<file path="config.mk">
export PLATFORM = sky130hd
export DESIGN_NAME = mem_miss_arbiter_flat
export DESIGN_NICKNAME = d
export VERILOG_FILES = /design/src/rtl/mem_miss_arbiter_if.sv /design/src/rtl/mem_miss_arbiter.sv /design/src/flat_wrapper.sv
export SDC_FILE = /design/constraint.sdc
export NUM_CORES = 1
export LEC_CHECK = 0
export BUFFER_PORTS_ARGS = -buffer_cell sky130_fd_sc_hd__buf_4
export CAP_MARGIN = 0
export CORE_AREA = 2 2 280 282
export CTS_CLUSTER_SIZE = 10
export DETAILED_ROUTE_END_ITERATION = 10
export DIE_AREA = 0 0 282 284
export GPL_TIMING_DRIVEN = 0
export HOLD_SLACK_MARGIN = 0.06
export PLACE_DENSITY_LB_ADDON = 0.25
export REMOVE_ABC_BUFFERS = 1
export SYNTH_ARGS = -nofsm -noshare
export SYNTH_HDL_FRONTEND = slang
export SYNTH_SLANG_ARGS = --single-unit
</file>
<file path="constraint.sdc">
create_clock -name clk_i -period 20 [get_ports clk_i]
set_input_delay 2 -clock clk_i [delete_from_list [all_inputs] [get_ports clk_i]]
set_output_delay 2 -clock clk_i [all_outputs]
set_load 0.01 [all_outputs]
</file>
<file path="src/rtl/mem_miss_arbiter_if.sv">
// mem_miss_arbiter_if: groups the cache-miss request/response signals and the
// main-memory request/response signals shared by core_top, the miss arbiter
// and the memory port. The arbiter connects through the slave modport; the
// core/memory side connects through the master modport.
interface mem_miss_arbiter_if #(
  parameter int ADDR_W = 20,
  parameter int DATA_W = 128,
  parameter int INFO_W = ADDR_W + 1 + DATA_W
);
  logic              dcache_req_valid_miss;
  logic [INFO_W-1:0] dcache_req_info_miss;
  logic              icache_req_valid_miss;
  logic [INFO_W-1:0] icache_req_info_miss;
  logic              rsp_valid_miss;
  logic              rsp_cache_id;
  logic [DATA_W-1:0] rsp_data_miss;
  logic              rsp_bus_error;
  logic              mem_req_valid;
  logic [INFO_W-1:0] mem_req_info;
  logic              mem_rsp_valid;
  logic [DATA_W-1:0] mem_rsp_data;
  logic              mem_rsp_bus_error;

  modport master (
    output dcache_req_valid_miss, dcache_req_info_miss,
    output icache_req_valid_miss, icache_req_info_miss,
    input  rsp_valid_miss, rsp_cache_id, rsp_data_miss, rsp_bus_error,
    input  mem_req_valid, mem_req_info,
    output mem_rsp_valid, mem_rsp_data, mem_rsp_bus_error
  );

  modport slave (
    input  dcache_req_valid_miss, dcache_req_info_miss,
    input  icache_req_valid_miss, icache_req_info_miss,
    output rsp_valid_miss, rsp_cache_id, rsp_data_miss, rsp_bus_error,
    output mem_req_valid, mem_req_info,
    input  mem_rsp_valid, mem_rsp_data, mem_rsp_bus_error
  );
endinterface

</file>
<file path="src/rtl/mem_miss_arbiter.sv">
// mem_miss_arbiter: shares the single main-memory port between the icache and
// dcache miss paths. One-cycle miss pulses are captured into pending slots,
// one requester is granted at a time, an issue delay is spent in WAIT, the
// memory request is held until the memory answers, and a one-cycle tagged
// response is returned. Out-of-range line addresses are answered with a bus
// error without touching memory.
// Build option: define MISS_ARB_RR_EN for round-robin arbitration between the
// two requesters; otherwise dcache has fixed priority.
module mem_miss_arbiter #(
  parameter int ADDR_W      = 20,
  parameter int DATA_W      = 128,
  parameter int INFO_W      = ADDR_W + 1 + DATA_W,
  parameter int ISSUE_DELAY = 4,
  parameter int MEM_LINES   = 16000
) (
  input  logic               clk_i,
  input  logic               reset_i,
  mem_miss_arbiter_if.slave  bus,
  output logic               busy_o
);
  localparam int CNT_W = (ISSUE_DELAY > 1) ? $clog2(ISSUE_DELAY) : 1;
  localparam logic [CNT_W-1:0]  CNT_LAST  = CNT_W'((ISSUE_DELAY > 0) ? ISSUE_DELAY - 1 : 0);
  localparam logic [ADDR_W:0]   MEM_LIMIT = (ADDR_W + 1)'(MEM_LINES);

  typedef enum logic [1:0] {
    IDLE = 2'd0,
    WAIT = 2'd1,
    REQ  = 2'd2,
    RESP = 2'd3
  } state_t;

  state_t            state, state_next;
  logic              pend_d, pend_i;
  logic [INFO_W-1:0] info_d, info_i;
  logic              grant_d;
  logic [CNT_W-1:0]  cnt;
  logic              sel_d;
  logic [INFO_W-1:0] sel_info;
  logic [ADDR_W-1:0] sel_addr;
  logic              sel_oob;
  logic              do_grant;
  logic              clr_d, clr_i, load_d, load_i;
`ifdef MISS_ARB_RR_EN
  logic              prio_d;     // 1: dcache wins the next contested grant
  logic              contested;  // current grant was made with both pending
`endif

  // Pick the requester to grant and decode its line address.
  always_comb begin
    sel_d = pend_d;
`ifdef MISS_ARB_RR_EN
    sel_d = pend_d & (~pend_i | prio_d);
`else
    sel_d = pend_d;
`endif
    sel_info = sel_d ? info_d : info_i;
    sel_addr = sel_info[INFO_W-1 -: ADDR_W];
    sel_oob  = ({1'b0, sel_addr} >= MEM_LIMIT);
  end

  // Pending-slot control: a slot clears when its response issues and a pulse
  // in that same cycle immediately re-arms it; pulses on a busy slot are dropped.
  assign clr_d  = (state == RESP) & grant_d;
  assign clr_i  = (state == RESP) & ~grant_d;
  assign load_d = bus.dcache_req_valid_miss & (~pend_d | clr_d);
  assign load_i = bus.icache_req_valid_miss & (~pend_i | clr_i);
  assign busy_o = (state != IDLE) | pend_d | pend_i;

  // Next-state logic for the grant/issue/response sequence.
  always_comb begin
    state_next = state;
    do_grant   = 1'b0;
    case (state)
      IDLE: begin
        if (pend_d | pend_i) begin
          do_grant = 1'b1;
          if (sel_oob) begin
            state_next = RESP;
          end else if (ISSUE_DELAY == 0) begin
            state_next = REQ;
          end else begin
            state_next = WAIT;
          end
        end else begin
          state_next = IDLE;
        end
      end
      WAIT: begin
        if (cnt == CNT_LAST) begin
          state_next = REQ;
        end else begin
          state_next = WAIT;
        end
      end
      REQ: begin
        if (bus.mem_rsp_valid) begin
          state_next = RESP;
        end else begin
          state_next = REQ;
        end
      end
      RESP:    state_next = IDLE;
      default: state_next = IDLE;
    endcase
  end

  // State register.
  always_ff @(posedge clk_i or posedge reset_i) begin
    if (reset_i) state <= IDLE;
    else         state <= state_next;
  end

  // Issue-delay counter, restarting every time WAIT is left.
  always_ff @(posedge clk_i or posedge reset_i) begin
    if (reset_i)             cnt <= '0;
    else if (state == WAIT)  cnt <= cnt + CNT_W'(1);
    else                     cnt <= '0;
  end

  // Capture miss pulses into the per-cache pending slots.
  always_ff @(posedge clk_i or posedge reset_i) begin
    if (reset_i) begin
      pend_d <= 1'b0;
      pend_i <= 1'b0;
      info_d <= '0;
      info_i <= '0;
    end else begin
      pend_d <= load_d | (pend_d & ~clr_d);
      pend_i <= load_i | (pend_i & ~clr_i);
      if (load_d) info_d <= bus.dcache_req_info_miss;
      if (load_i) info_i <= bus.icache_req_info_miss;
    end
  end

  // Latch the grant and build the response fields (error path or memory reply).
  always_ff @(posedge clk_i or posedge reset_i) begin
    if (reset_i) begin
      grant_d           <= 1'b0;
      bus.mem_req_info  <= '0;
      bus.rsp_data_miss <= '0;
      bus.rsp_bus_error <= 1'b0;
      bus.rsp_cache_id  <= 1'b0;
    end else if (do_grant) begin
      grant_d          <= sel_d;
      bus.mem_req_info <= sel_info;
      if (sel_oob) begin
        bus.rsp_data_miss <= '0;
        bus.rsp_bus_error <= 1'b1;
        bus.rsp_cache_id  <= sel_d;
      end
    end else if ((state == REQ) && bus.mem_rsp_valid) begin
      bus.rsp_data_miss <= bus.mem_req_info[DATA_W] ? '0 : bus.mem_rsp_data;
      bus.rsp_bus_error <= bus.mem_rsp_bus_error;
      bus.rsp_cache_id  <= grant_d;
    end
  end

  // Registered strobes that mirror the REQ and RESP states.
  always_ff @(posedge clk_i or posedge reset_i) begin
    if (reset_i) begin
      bus.mem_req_valid  <= 1'b0;
      bus.rsp_valid_miss <= 1'b0;
    end else begin
      bus.mem_req_valid  <= (state_next == REQ);
      bus.rsp_valid_miss <= (state_next == RESP);
    end
  end

`ifdef MISS_ARB_RR_EN
  // Round-robin pointer: after a contested grant completes, favour the other cache.
  always_ff @(posedge clk_i or posedge reset_i) begin
    if (reset_i) begin
      prio_d    <= 1'b1;
      contested <= 1'b0;
    end else begin
      if (do_grant) contested <= pend_d & pend_i;
      if ((state == RESP) && contested) prio_d <= ~grant_d;
    end
  end
`endif
endmodule

</file>
<file path="src/flat_wrapper.sv">
// flat-port wrapper written by rule: the top's interface ports become plain ports
module mem_miss_arbiter_flat 
#(
  parameter int ADDR_W      = 20,
  parameter int DATA_W      = 128,
  parameter int INFO_W      = ADDR_W + 1 + DATA_W,
  parameter int ISSUE_DELAY = 4,
  parameter int MEM_LINES   = 16000
)
  (clk_i, reset_i, busy_o, bus_dcache_req_valid_miss, bus_dcache_req_info_miss, bus_icache_req_valid_miss, bus_icache_req_info_miss, bus_rsp_valid_miss, bus_rsp_cache_id, bus_rsp_data_miss, bus_rsp_bus_error, bus_mem_req_valid, bus_mem_req_info, bus_mem_rsp_valid, bus_mem_rsp_data, bus_mem_rsp_bus_error);
  mem_miss_arbiter_if #(.ADDR_W(ADDR_W), .DATA_W(DATA_W), .INFO_W(INFO_W)) bus_i ();
  input  logic clk_i;
  input  logic reset_i;
  output logic busy_o;
  input wire logic [$bits(bus_i.dcache_req_valid_miss)-1:0] bus_dcache_req_valid_miss;
  input wire logic [$bits(bus_i.dcache_req_info_miss)-1:0] bus_dcache_req_info_miss;
  input wire logic [$bits(bus_i.icache_req_valid_miss)-1:0] bus_icache_req_valid_miss;
  input wire logic [$bits(bus_i.icache_req_info_miss)-1:0] bus_icache_req_info_miss;
  output wire logic [$bits(bus_i.rsp_valid_miss)-1:0] bus_rsp_valid_miss;
  output wire logic [$bits(bus_i.rsp_cache_id)-1:0] bus_rsp_cache_id;
  output wire logic [$bits(bus_i.rsp_data_miss)-1:0] bus_rsp_data_miss;
  output wire logic [$bits(bus_i.rsp_bus_error)-1:0] bus_rsp_bus_error;
  output wire logic [$bits(bus_i.mem_req_valid)-1:0] bus_mem_req_valid;
  output wire logic [$bits(bus_i.mem_req_info)-1:0] bus_mem_req_info;
  input wire logic [$bits(bus_i.mem_rsp_valid)-1:0] bus_mem_rsp_valid;
  input wire logic [$bits(bus_i.mem_rsp_data)-1:0] bus_mem_rsp_data;
  input wire logic [$bits(bus_i.mem_rsp_bus_error)-1:0] bus_mem_rsp_bus_error;
  assign bus_i.dcache_req_valid_miss = bus_dcache_req_valid_miss;
  assign bus_i.dcache_req_info_miss = bus_dcache_req_info_miss;
  assign bus_i.icache_req_valid_miss = bus_icache_req_valid_miss;
  assign bus_i.icache_req_info_miss = bus_icache_req_info_miss;
  assign bus_rsp_valid_miss = bus_i.rsp_valid_miss;
  assign bus_rsp_cache_id = bus_i.rsp_cache_id;
  assign bus_rsp_data_miss = bus_i.rsp_data_miss;
  assign bus_rsp_bus_error = bus_i.rsp_bus_error;
  assign bus_mem_req_valid = bus_i.mem_req_valid;
  assign bus_mem_req_info = bus_i.mem_req_info;
  assign bus_i.mem_rsp_valid = bus_mem_rsp_valid;
  assign bus_i.mem_rsp_data = bus_mem_rsp_data;
  assign bus_i.mem_rsp_bus_error = bus_mem_rsp_bus_error;
  mem_miss_arbiter #(.ADDR_W(ADDR_W), .DATA_W(DATA_W), .INFO_W(INFO_W), .ISSUE_DELAY(ISSUE_DELAY), .MEM_LINES(MEM_LINES)) u_core (.clk_i(clk_i), .reset_i(reset_i), .bus(bus_i), .busy_o(busy_o));
endmodule
</file>
==> results.md <==
- Status: completed
- Clock network power share: 22.2%
- Hold-fix buffers at CTS: 0
- Area delta synth->final: 37.4%
- Crit path from: u_core.bus.mem_req_info[128]$_DFFE_PP0P_
- Unrepaired setup endpoints after global routing: no
- Comb pwr share: 38.1%
- RR Startpoint: u_core.pend_d$_DFF_PP0_
- GP Congestion: 0.797
- Uppermost layer routed: met5
- Post-CTS setup buffers: 0
- Worst path required time: 18.00 ns
- Post-synthesis instance total: 1905
- Flop pwr share: 39.8%
- P_leak: 16.3 nW
- PD cells: 164 nW/µm²
- Worst-Skew Late Latency: 0.60 ns
- Worst setup path endpoint: bus_mem_req_info[128]
- Wire per inst: 20.1 µm
- Crit path launch type: flop
- Final Net Count: 3018
- Yosys warns: 0
- H-Tree Depth: 3
- Synthesized cell area: 23900 µm²
- Reg-to-reg endpoint: u_core.bus.rsp_data_miss[37]$_DFFE_PP0P_
- Final period utilization: 19.7%
- Initial antenna violation count: 7
- Final hold viol count: 0
- Met2 wire len: 37.4 mm
- Pre-antenna DRT Iters: 5
- Yosys reg bits: 586
- Yosys top cell area share: 61.4%
- Reg-to-reg slack, setup: 16.66 ns
- Die area: 80100 µm²
- Final min period: 3.95 ns
- CP max FO: 88
- R2R cell count: 9
- Setup skew after layout: 0.0274 ns
- Die Span X: 282 µm
- Initial Utilization: 31.1%
- Pint: 3.54 mW
- Pwr Total: 5.38 mW
- Met3 Wirelength: 6.78 mm
- Die H: 284 µm
- Gr ovfl total: 0
- Met1 Routed Length: 26.6 mm
- Largest cells by area after synthesis: dfrtp_1, mux2_2, mux2i_1, o32ai_1, nand2_1
- Layout cell share with drive strength beyond 1: 43.9%
- Num CTS Buffers: 72
- ANT nets after route: 0
- Buffers on Ports: 713
- Sw power: 1.84 mW
- First-pass GRT wire length: 111 mm
- Cell area after layout: 32800 µm²
- Reg clk slew, reported paths: 0.05 ns
- Hold WS: 0.436 ns
- Net Sw Frac: 34.2%
- Root buf cell: clkbuf_16
- Worst IR Drop VDD: 0.0826 mV
- Slew HR: 37.3%
- Core area: 77000 µm²
- Vias/cell: 4.70
- Most used DFF post-synth: dfrtp_1
- Post-synth cell types: 35
- Post-DP HPWL: 52.9 mm
- Post-synth EDFFs: 0
- Fraction of registers with async set/reset: 100%
- Clk buf depth: 3
- Critical path type: reg2out
- # rows: 102
- DR vias: 17200
- Drt total wl: 73.5 mm
- Dpl cell area: 30700 µm²
- Final setup viols: 0
- Fmax: 253 MHz
- Drt initial violations: 891
- Hold/Removal Path Class: reg2reg
- Slew at the pin closest to its max-slew limit: 0.937 ns
- CP endpoint kind: output port
- Max-cap violation count: 0
- Final Max Slew Viols: 0
- Vias in the first global route: 18300
- Worst EP arrival: 1.95 ns
- Number of I/O pins: 714
- DR DRC count: 0
- Synthesized area per cell: 12.5 µm²
- TritonCTS clock tree: yes
- Post-cts repair resize count: 0
- Yosys top cell by area: dfrtp_1
- CTS sink count: 586
- Sequential element share of the synthesized area: 61.4%
- Largest net degree at the start of global routing: 128
- GRT Resource Usage Total: 18.0%
- Fillers: 7278
[state kept, by name (all words and copies together) (netlist names)]
name,cells
u_core.pend_i,1
u_core.grant_d,1
u_core.bus.rsp_data_miss,128
u_core.cnt,2
u_core.bus.rsp_valid_miss,1
u_core.info_d,149
u_core.info_i,149
u_core.state,2
u_core.bus.mem_req_valid,1
u_core.pend_d,1
u_core.bus.mem_req_info,149
u_core.bus.rsp_cache_id,1
u_core.bus.rsp_bus_error,1
[critical path, cell delays in order, from the launching register on]
cell and delay (ns):
dfrtp_4 0.76, buf_16 0.36, buf_4 0.20
[per-layer routing]
| metal | up-vias | GRT usage (%) |
|---|---|---|
| li1 | 7951 | - |
| met1 | 8493 | 19.3 |
| met2 | 594 | 31.7 |
| met3 | 130 | 6.45 |
| met4 | 4 | 7.62 |
| met5 | - | 0 |
[layout by cell type, fill, tap and decap left out, types with 2 or more instances in the layout]
| cell type | n |
|---|---|
| bufinv_16 | 2 |
| o21ai_0 | 152 |
| clkbuf_16 | 73 |
| clkinv_2 | 4 |
| dfrtp_1 | 584 |
| buf_8 | 7 |
| nor3b_1 | 2 |
| o211ai_1 | 2 |
| buf_4 | 713 |
| clkbuf_8 | 3 |
| clkinvlp_4 | 2 |
| mux2_2 | 299 |
| nor2_1 | 3 |
| and2_4 | 2 |
| buf_16 | 21 |
| nand2b_1 | 4 |
| buf_12 | 8 |
| clkinv_8 | 4 |
| nand2_1 | 287 |
| diode_2 | 4 |
| dfrtp_4 | 2 |
| mux2i_1 | 149 |
| clkbuf_1 | 9 |
| o32ai_1 | 128 |
| inv_1 | 128 |
| nand3b_1 | 2 |
[cell families after synthesis]
kind of cell / synth area share [%]
buffers and inverters: 4.90
adder cells (fa/ha/maj): 0.0523
flip-flops: 61.4
AO/OA/AOI/OAI: 8.33
AND/OR/NAND/NOR: 5.03
multiplexers: 20.3
[area by class of cell]
type | instances | area, µm² | share of cell area (%)
sequential | 586 | 14700 | 44.7
multi-input combinational | 1047 | 8090 | 24.6
timing repair buffer | 749 | 6200 | 18.9
clock buffer | 85 | 1900 | 5.79
tap | 1040 | 1300 | 3.96
inverter | 129 | 492 | 1.50
clock inverter | 13 | 180 | 0.549
antenna | 4 | 10.0 | 0.0305
[synth_stat cells (all sizes together), types with 2 or more instances]
cell type,n
a21oi,2
mux2,299
clkbuf,82
nand3b,2
mux2i,149
o21ai,153
buf,61
o211ai,2
nand2,287
o32ai,128
nand2b,4
nor2,3
dfrtp,586
nor3b,2
and2,2
inv,129
[power groups by stage]
stage | logic [mW] | registers [mW] | clock network (mW)
2_1_floorplan | 1.10 | 2.24 | 0
3_3_place_gp | 2.11 | 2.22 | 0
3_5_place_dp | 2.08 | 2.16 | 0
4_1_cts | 2.09 | 2.14 | 1.23
5_1_grt | 2.24 | 2.21 | 1.28
6_report | 2.05 | 2.14 | 1.19
[worst min path at each step]
stage	startpoint	endpoint	slack, ns	depth (start not counted)
2_1_floorplan	u_core.cnt[0]$_DFF_PP0_	u_core.cnt[0]$_DFF_PP0_	0.41	1
3_3_place_gp	u_core.cnt[0]$_DFF_PP0_	u_core.cnt[0]$_DFF_PP0_	0.42	1
3_5_place_dp	u_core.cnt[0]$_DFF_PP0_	u_core.cnt[0]$_DFF_PP0_	0.44	1
4_1_cts	u_core.cnt[0]$_DFF_PP0_	u_core.cnt[0]$_DFF_PP0_	0.44	1
5_1_grt	u_core.cnt[0]$_DFF_PP0_	u_core.cnt[0]$_DFF_PP0_	0.45	1
6_report	u_core.cnt[0]$_DFF_PP0_	u_core.cnt[0]$_DFF_PP0_	0.44	1
[stage by stage]
stage / utilization, % / instances / setup TNS, ns / setup WS [ns]
2_1_floorplan: - / 1762 / 0 / 0.0798
3_3_place_gp: 38.8 / 3515 / -7664.65 / -22.77
3_5_place_dp: 40.0 / 3551 / 0 / 15.83
4_1_cts: 42.7 / 3649 / 0 / 15.99
5_1_grt: 42.7 / 3653 / 0 / 15.93
6_report: 42.7 / 3653 / 0 / 16.05
No activity file was read; power rests on OpenSTA's default activity.
